--- config.mk ---
export PLATFORM = sky130hd
export DESIGN_NAME = dram_sched
export DESIGN_NICKNAME = d
export VERILOG_FILES = /design/src/rtl/dram_pkg.sv /design/src/rtl/dram_tmr.sv /design/src/rtl/dram_sched.sv
export SDC_FILE = /design/constraint.sdc
export NUM_CORES = 1
export LEC_CHECK = 0
export ABC_AREA = 1
export CAP_MARGIN = 15
export CORE_MARGIN = 10
export CORE_UTILIZATION = 52
export CTS_CLUSTER_DIAMETER = 150
export CTS_CLUSTER_SIZE = 40
export DETAILED_ROUTE_END_ITERATION = 7
export GPL_TIMING_DRIVEN = 0
export PLACE_DENSITY = 0.88
export SKIP_CTS_REPAIR_TIMING = 1
export SLEW_MARGIN = 20
export SYNTH_ARGS = -nofsm -noshare
export SYNTH_HDL_FRONTEND = slang
export SYNTH_SLANG_ARGS = --single-unit
--- constraint.sdc ---
create_clock -name FCLK -period 1.95 [get_ports FCLK]
set_clock_uncertainty 0.1 [all_clocks]
set_input_delay 0.2925 -clock FCLK [delete_from_list [all_inputs] [get_ports FCLK]]
set_output_delay 0.2925 -clock FCLK [all_outputs]
set_load 0.05 [all_outputs]
--- src/rtl/dram_pkg.sv ---
// dram_pkg: shared types and constants for the FSB DRAM sequencer.
// Holds the state enum, the timer width and the default timing values.
package dram_pkg;

  typedef enum logic [2:0] {
    IDLE,
    RAS,
    CAS,
    HOLD,
    PRE,
    REF_CAS,
    REF_RAS
  } state_t;

  localparam int CW = 3;

  localparam int TRP_D  = 2;
  localparam int TRCD_D = 1;
  localparam int TCAS_D = 2;
  localparam int TREF_D = 3;

endpackage

--- src/rtl/dram_tmr.sv ---
// dram_tmr: loadable down-counter that times every sequencer state.
// Ports: clk, rst, load, val (reload value) in; zero (count is 0) out.
module dram_tmr
  import dram_pkg::*;
(
  input  logic          clk,
  input  logic          rst,
  input  logic          load,
  input  logic [CW-1:0] val,
  output logic          zero
);

  logic [CW-1:0] cnt;

  always_ff @(posedge clk or posedge rst) begin
    if (rst) begin
      cnt <= '0;
    end else if (load) begin
      cnt <= val;
    end else if (cnt != '0) begin
      cnt <= cnt - 1'b1;
    end
  end

  assign zero = (cnt == '0);

endmodule

--- src/rtl/dram_sched.sv ---
// dram_sched: DRAM cycle sequencer and FSB/refresh arbiter (CBR refresh).
// In: FCLK, RES, BACT, RAMCS, nWE, nLDS, nUDS, RefReq, RefUrg.
// Out: RefAck, RASEL, nRAS, nCAS, nRAMLWE, nRAMUWE, nOE, RAMReady.
// Define DRAM_REFQ_EN to queue up to 3 deferred refreshes.
module dram_sched
  import dram_pkg::*;
#(
  parameter int TRP  = TRP_D,
  parameter int TRCD = TRCD_D,
  parameter int TCAS = TCAS_D,
  parameter int TREF = TREF_D
) (
  input  logic FCLK,
  input  logic RES,
  input  logic BACT,
  input  logic RAMCS,
  input  logic nWE,
  input  logic nLDS,
  input  logic nUDS,
  input  logic RefReq,
  input  logic RefUrg,
  output logic RefAck,
  output logic RASEL,
  output logic nRAS,
  output logic nCAS,
  output logic nRAMLWE,
  output logic nRAMUWE,
  output logic nOE,
  output logic RAMReady
);

`ifdef DRAM_REFQ_EN
  localparam int PW = 2;
`else
  localparam int PW = 1;
`endif

  state_t        state;
  state_t        nxt;
  logic          tz;
  logic          tld;
  logic [CW-1:0] tval;
  logic          ref_q;
  logic          ug_q;
  logic          urg_f;
  logic [PW-1:0] pend;
  logic [PW-1:0] pinc;
  logic [PW-1:0] pnxt;
  logic          req;
  logic          new_ref;
  logic          new_urg;
  logic          force_u;
  logic          dem;
  logic          urg;
  logic          more;
  logic          acc;

  // Refresh requests are counted on their rising edge so a level
  // held until RefAck is seen only once.
  assign req     = BACT & RAMCS & ~RAMReady;
  assign new_ref = RefReq & ~ref_q;
  assign new_urg = RefUrg & ~ug_q;
  assign dem     = new_ref | (pend != '0);

`ifdef DRAM_REFQ_EN
  logic ref_run;
  // Queue full: a further request makes the refresh urgent.
  assign force_u = new_ref & (&pend);
  // Drain the queue with back-to-back CBR cycles.
  assign more    = ref_run & dem;
`else
  assign force_u = 1'b0;
  assign more    = 1'b0;
`endif

  assign urg  = urg_f | new_urg | force_u;
  assign pinc = (new_ref && !(&pend)) ? pend + 1'b1 : pend;
  assign pnxt = (acc && pinc != '0) ? pinc - 1'b1 : pinc;

  always_comb begin
    nxt = state;
    acc = 1'b0;
    unique case (state)
      IDLE: begin
        if (urg || (dem && !req)) begin
          nxt = REF_CAS;
          acc = 1'b1;
        end else if (req) begin
          nxt = RAS;
        end
      end
      RAS:     if (tz) nxt = CAS;
      CAS:     if (tz) nxt = BACT ? HOLD : PRE;
      HOLD:    if (!BACT) nxt = PRE;
      PRE: begin
        // An overdue refresh is taken straight from precharge.
        if (tz) begin
          if (urg || more) begin
            nxt = REF_CAS;
            acc = 1'b1;
          end else begin
            nxt = IDLE;
          end
        end
      end
      REF_CAS: if (tz) nxt = REF_RAS;
      REF_RAS: if (tz) nxt = PRE;
      default: nxt = IDLE;
    endcase
  end

  assign tld = (nxt != state);

  always_comb begin
    unique case (nxt)
      RAS:     tval = CW'(TRCD - 1);
      CAS:     tval = CW'(TCAS - 1);
      PRE:     tval = CW'(TRP - 1);
      REF_RAS: tval = CW'(TREF - 1);
      default: tval = '0;
    endcase
  end

  dram_tmr u_tmr (
    .clk  (FCLK),
    .rst  (RES),
    .load (tld),
    .val  (tval),
    .zero (tz)
  );

  always_ff @(posedge FCLK or posedge RES) begin
    if (RES) begin
      state    <= IDLE;
      pend     <= '0;
      ref_q    <= 1'b0;
      ug_q     <= 1'b0;
      urg_f    <= 1'b0;
      RefAck   <= 1'b0;
      RASEL    <= 1'b1;
      nRAS     <= 1'b1;
      nCAS     <= 1'b1;
      nRAMLWE  <= 1'b1;
      nRAMUWE  <= 1'b1;
      nOE      <= 1'b1;
      RAMReady <= 1'b0;
`ifdef DRAM_REFQ_EN
      ref_run  <= 1'b0;
`endif
    end else begin
      state  <= nxt;
      pend   <= pnxt;
      ref_q  <= RefReq;
      ug_q   <= RefUrg;
      urg_f  <= acc ? 1'b0 : urg;
      RefAck <= acc;
`ifdef DRAM_REFQ_EN
      if (acc) ref_run <= 1'b1;
      else if (nxt == RAS) ref_run <= 1'b0;
`endif
      // CBR: nCAS leads nRAS by one cycle.
      if (acc) nCAS <= 1'b0;
      unique case (state)
        IDLE: begin
          if (nxt == RAS) begin
            nRAS  <= 1'b0;
            RASEL <= 1'b1;
          end
        end
        RAS: begin
          if (nxt == CAS) begin
            RASEL <= 1'b0;
            nCAS  <= 1'b0;
            if (nWE) begin
              nOE <= 1'b0;
            end else begin
              nRAMLWE <= nLDS;
              nRAMUWE <= nUDS;
            end
          end
        end
        CAS: if (nxt == HOLD) RAMReady <= 1'b1;
        REF_CAS: if (nxt == REF_RAS) nRAS <= 1'b0;
        default: ;
      endcase
      if (nxt == PRE && state != PRE) begin
        nRAS     <= 1'b1;
        nCAS     <= 1'b1;
        nOE      <= 1'b1;
        nRAMLWE  <= 1'b1;
        nRAMUWE  <= 1'b1;
        RASEL    <= 1'b1;
        RAMReady <= 1'b0;
      end
    end
  end

endmodule

[Word-level counts from Yosys, hierarchy flattened]
Index checks and enable logic that the tools add are counted.
Operators by class
  add/subtract/negate cells: 3
  equality and inequality tests: 17
  bitwise operators: 9
  reductions and logical operators: 24
  multiplexer cells: 48
Operator list (number)
  $mux 3: 12
  $mux 1: 31
  $pmux 3 s7: 1
  $eq 3x3->1 const B: 5
  $eq 3x2->1 const B: 4
  $ne 3x3->1 const B: 4
  $reduce_and 3->1: 4
  $reduce_bool 2->1: 6
  $reduce_bool 3->1: 3
  $eq 3x1->1 const B: 2
  $logic_not 3->1: 2
  $pmux 1 s2: 3
  $and 1x1->1: 4
  $logic_and 1x1->1: 4
  $pmux 2 s2: 1
  $ne 3x3->1: 1
  $not 1->1: 3
  $sub 3x1->3 const B: 1
  $logic_not 1->1: 2
  $ne 2x1->1 const B: 1
  $or 1x1->1: 2
  $reduce_and 2->1: 1
  $reduce_or 2->1: 1
  $add 1x1->1 const B: 1
  2 further kinds: 2
Storage, ports and cells
  register bits after elaboration: 18
  input port bits: 9

[Depth between registers and ports, before layout]
  word-level depth: 11
  depth in mapped cells: 14
  mapped depth without buffers: 14

[Modules after synthesis]
From an unflattened synthesis, not the netlist that was laid out.
Second synthesis, totals
  cells, all modules: 147
  area total of the unflattened synthesis: 1111.1 µm²
By module, submodules not included
  dram_sched: area each 899.6 µm², instances 1, cells each 114
  dram_tmr: area each 211.5 µm², instances 1, cells each 33

[Worst setup path before layout]
OpenSTA, ideal clock, no wires.
  path type: reg-to-reg
  start: register u_tmr.cnt[0]
  end: register nRAS
  arrival: 1.557 ns
  stages on the path, launching flop included: 14
  path slack: 0.214 ns
  path through: dfrtp_1 -> inv_1 -> ha_1 -> inv_1 -> nor2_4 -> nand2_1 -> nand3_1 -> nand2_1 -> nor2_4 -> nand4_4 -> nand3_1 -> nand2_1 -> nand2_1 -> nand2_1
Between the ends
  word-level cells in the longest chain between the ends: 7
  elaborated cells on any way between the ends: 16
  those cells by class: 5 x eq/ne; 7 x mux; 4 x reduce/logical
RTL lines
  start, declared: RTL line dram_tmr.sv:13  | logic [CW-1:0] cnt;
  start signal, assigned: RTL line dram_tmr.sv:19  | cnt <= val;
  start signal, assigned: RTL line dram_tmr.sv:21  | cnt <= cnt - 1'b1;
  $logic_not 3->1 (*): RTL line dram_tmr.sv:25  | assign zero = (cnt == '0);
  $mux 3 (on tied branches)
  $pmux 3 s7 (*): RTL line dram_sched.sv:83  | unique case (state)
  $eq 3x3->1: RTL line dram_sched.sv:186  | if (nxt == PRE && state != PRE) begin
  $logic_and 1x1->1: RTL line dram_sched.sv:186
  $ne 3x3->1 (no line) or $reduce_bool 3->1 (tied branches)
  $reduce_and 3->1 (no line)
  end signal, assigned: RTL line dram_sched.sv:166  | nRAS <= 1'b0;
  end signal, assigned: RTL line dram_sched.sv:183  | REF_CAS: if (nxt == REF_RAS) nRAS <= 1'b0;
  end signal, assigned: RTL line dram_sched.sv:187  | nRAS <= 1'b1;
  end, declared: RTL line dram_sched.sv:24  | output logic nRAS,
Every way passes the cells marked *; elsewhere a longest branch is shown, timed or not.
A chain may end at the register's enable or synchronous reset.

[Final worst setup path]
  start: register u_tmr.cnt[0]
  end: register RASEL
Between the ends
  word-level cells in the longest chain between the ends: 7
  elaborated cells on any way between the ends: 16
  those cells by class: 5 x eq/ne; 7 x mux; 4 x reduce/logical
RTL lines
  $logic_not 3->1 (*): RTL line dram_tmr.sv:25
  $mux 3 (on tied branches)
  $pmux 3 s7 (*): RTL line dram_sched.sv:83
  named net nxt[1]: RTL line dram_sched.sv:39  | state_t nxt;
  $eq 3x3->1: RTL line dram_sched.sv:186
  $logic_and 1x1->1: RTL line dram_sched.sv:186
  $ne 3x3->1 (no line) or $reduce_bool 3->1 (tied branches)
  $reduce_and 3->1 (no line)
  end signal, assigned: RTL line dram_sched.sv:167  | RASEL <= 1'b1;
  end signal, assigned: RTL line dram_sched.sv:172  | RASEL <= 1'b0;
  end signal, assigned: RTL line dram_sched.sv:192  | RASEL <= 1'b1;
  end, declared: RTL line dram_sched.sv:23  | output logic RASEL,
The timed path passes the listed nets; every way through them passes the cells marked *.

==> impl_metrics.toml <==
[status]
status = "complete, no violations"

[floorplan]
dieArea_um2 = 4424
coreArea_um2 = 2002
die_width_um = 66.51
pin_count = 17
initial_core_util_pct = 56.19
rows = 16
die_h_um = 66.51

[global_route]
globalRouteOverflowTotal = 0
grt_pass1_wl_um = 4236
antenna_found_initial = 0
track_usage_pct = 12.14
grt_pass1_vias = 988
grt_max_degree = 19

[route]
wl_met3_um = 192
dr_wl_met2_um = 1479
wl_um = 2906
wl_met1_um = 1147
drc = 0
first_pass_iters = 4
ant_nets = 0
routed_via_density = 5.191
top_layer = "met4"
num_vias = 1033
post_drt_wl_per_cell_um = 14.60
drt_iter0_markers = 45

[job]
drv_cap = 0

[placement]
place_congestion = 0.9278
dpl.hpwl_um = 2020
portBuffers = 16

[synthesis]
synth-main-ff-cell = "dfrtp_1"
ys_seq_area_share_pct = 40.71
ys_seq_elements = 18
synth_area_um2 = 1125
netlist_instances = 144
yosys.area.top_type = "dfrtp_1"
synth_warnings = 0
synth_area_leaders = "dfrtp_1, dfstp_2, nand2_1"
ys_types = 24
syn-num-nets = 155
yosysTopAreaCellShare_pct = 26.70
async_reset_ff_share_pct = 100.0
synth-edff-count = 0
avgSynthCellArea_um2 = 7.811

[setup_path]
path_max_fanout = 6
end_kind = "flop"
worstReg2RegStart = "u_tmr.cnt[0]$_DFFE_PP0P_"
rrSetupSlack_ns = 0.08
critPathKind = "flop to flop"
cp.required_ns = 2.10
startpoint_type = "flop"
r2r_cells = 12
arrival_ns = 2.02
setup.worst_path.start = "u_tmr.cnt[0]$_DFFE_PP0P_"

[timing]
tightest_slew_ns = 0.6747
period_minus_slack_ns = 1.874
max_freq_mhz = 533.6
max-slew-margin-rel_pct = 54.97
period_share_pct = 96.10
final-hold-violation-count = 0
grt_setup_unrepaired = "true"
setup_viol = 0
final_max_slew_viol_count = 0
fin_setup_tns_ns = 0

[clock_network]
root_buffer = "clkbuf_4"
clkSinkCount = 18
cts_tree = "built"
path_clk_slew_ns = 0.11
clk_path_buf_depth = 2
htree_levels = 1
clock_latency_ns = 0.31
cts_buffers = 3

[finish]
drive_gt1_share_pct = 37.79
areaGrowthSynthToFinish_pct = 35.26
reg_top3 = "state (3), u_tmr.cnt (3)"
final_nets = 184
regArea_um2 = 459.2
fill_cells = 152
antenna_cells = 0
multiInputGateArea_um2 = 636.9

[min_path]
holdCritPathClass = "primary input to async pin"
==> stage by stage <==
step           area (um^2)  setup WS [ns]  hold slack [ns]  instances  utilization [%]
6_report              1521        0.07606           0.2732        199            76.00
5_1_grt               1521       -0.03514           0.3337        199            76.00
4_1_cts               1355       -0.09920           0.3014        191            67.69
3_5_place_dp          1319       -0.07635           0.3563        187            65.88
3_3_place_gp          1319       -0.05437           0.3531        187            65.88
2_1_floorplan         1125         0.2144           0.1267        144                -
==> Yosys cell counts (2+ instances only) <==
cell	count
nand3_1	16
nand2_1	40
nand3_2	4
nor3_1	2
dfstp_2	6
nor2_2	2
inv_1	22
nor2_1	4
dfrtp_1	12
o21ai_0	3
nand4_1	3
ha_1	2
nor2_4	4
nand2_2	4
a21oi_1	5
inv_2	7
==> cells by family after synthesis <==
logic type / count (synthesis) / synth area share (%)
and+or+nand+nor: 83 / 40.15
buffers and inverters: 30 / 10.35
DFF: 18 / 40.71
AOI/OAI and AO/OA: 9 / 4.338
xor gates and xnor gates: 2 / 2.225
adders and majority gates: 2 / 2.224
==> critical path: stages, from the launching register on <==
cell,delay [ns]
dfrtp_1,0.42
inv_2,0.09
ha_4,0.14
inv_2,0.04
nor2_4,0.19
nand2_2,0.12
nand2_2,0.08
nand4_2,0.09
inv_2,0.14
nand4_4,0.15
nand2_1,0.10
nand3_1,0.08
nand2_1,0.07
==> per-layer routing <==
layer	up-vias	global-route usage, %
li1	508	-
met1	484	14.40
met2	33	19.98
met3	8	3.512
met4	0	4.974
met5	-	0
==> layout by cell type, fill, tap and decap left out, types with 3 or more instances in the layout <==
master	synthesis	final
nand2_2	4	10
nand2_1	40	33
clkdlybuf4s50_1	0	10
nand3_4	0	3
o21ai_0	3	3
nand4_1	3	3
dfrtp_1	12	11
inv_2	7	12
a21oi_1	5	3
nand3_1	16	13
buf_4	1	8
nand3_2	4	4
nor2_4	4	4
dlymetal6s2s_1	0	6
dfstp_2	6	6
clkbuf_4	0	3
nor2_1	4	4
inv_1	22	17
==> area by class of cell <==
| cell class | instances | share of cell area [%] |
|---|---|---|
| Buffer | 1 | 0.4934 |
| Multi-Input combinational cell | 96 | 41.86 |
| Clock buffer | 4 | 2.385 |
| Inverter | 29 | 7.155 |
| Sequential cell | 18 | 30.18 |
| Tap cell | 27 | 2.220 |
| Timing Repair Buffer | 24 | 15.71 |
==> path summary, 6_finish.rpt <==
| check | endpoint |
|---|---|
| setup / recovery | RASEL$_DFFE_PP1P_ |
| hold / removal | u_tmr.cnt[0]$_DFFE_PP0P_ |
| setup reg to reg | RASEL$_DFFE_PP1P_ |
| hold reg to reg | nRAS$_DFFE_PP1P_ |
| max in group asynchronous | state[1]$_DFF_PP0_ |
| min in group FCLK | ug_q$_DFF_PP0_ |
Power is left out: the tool's default activity adds up to more than one toggle a clock period on the data nets, which glitch-free logic cannot reach.
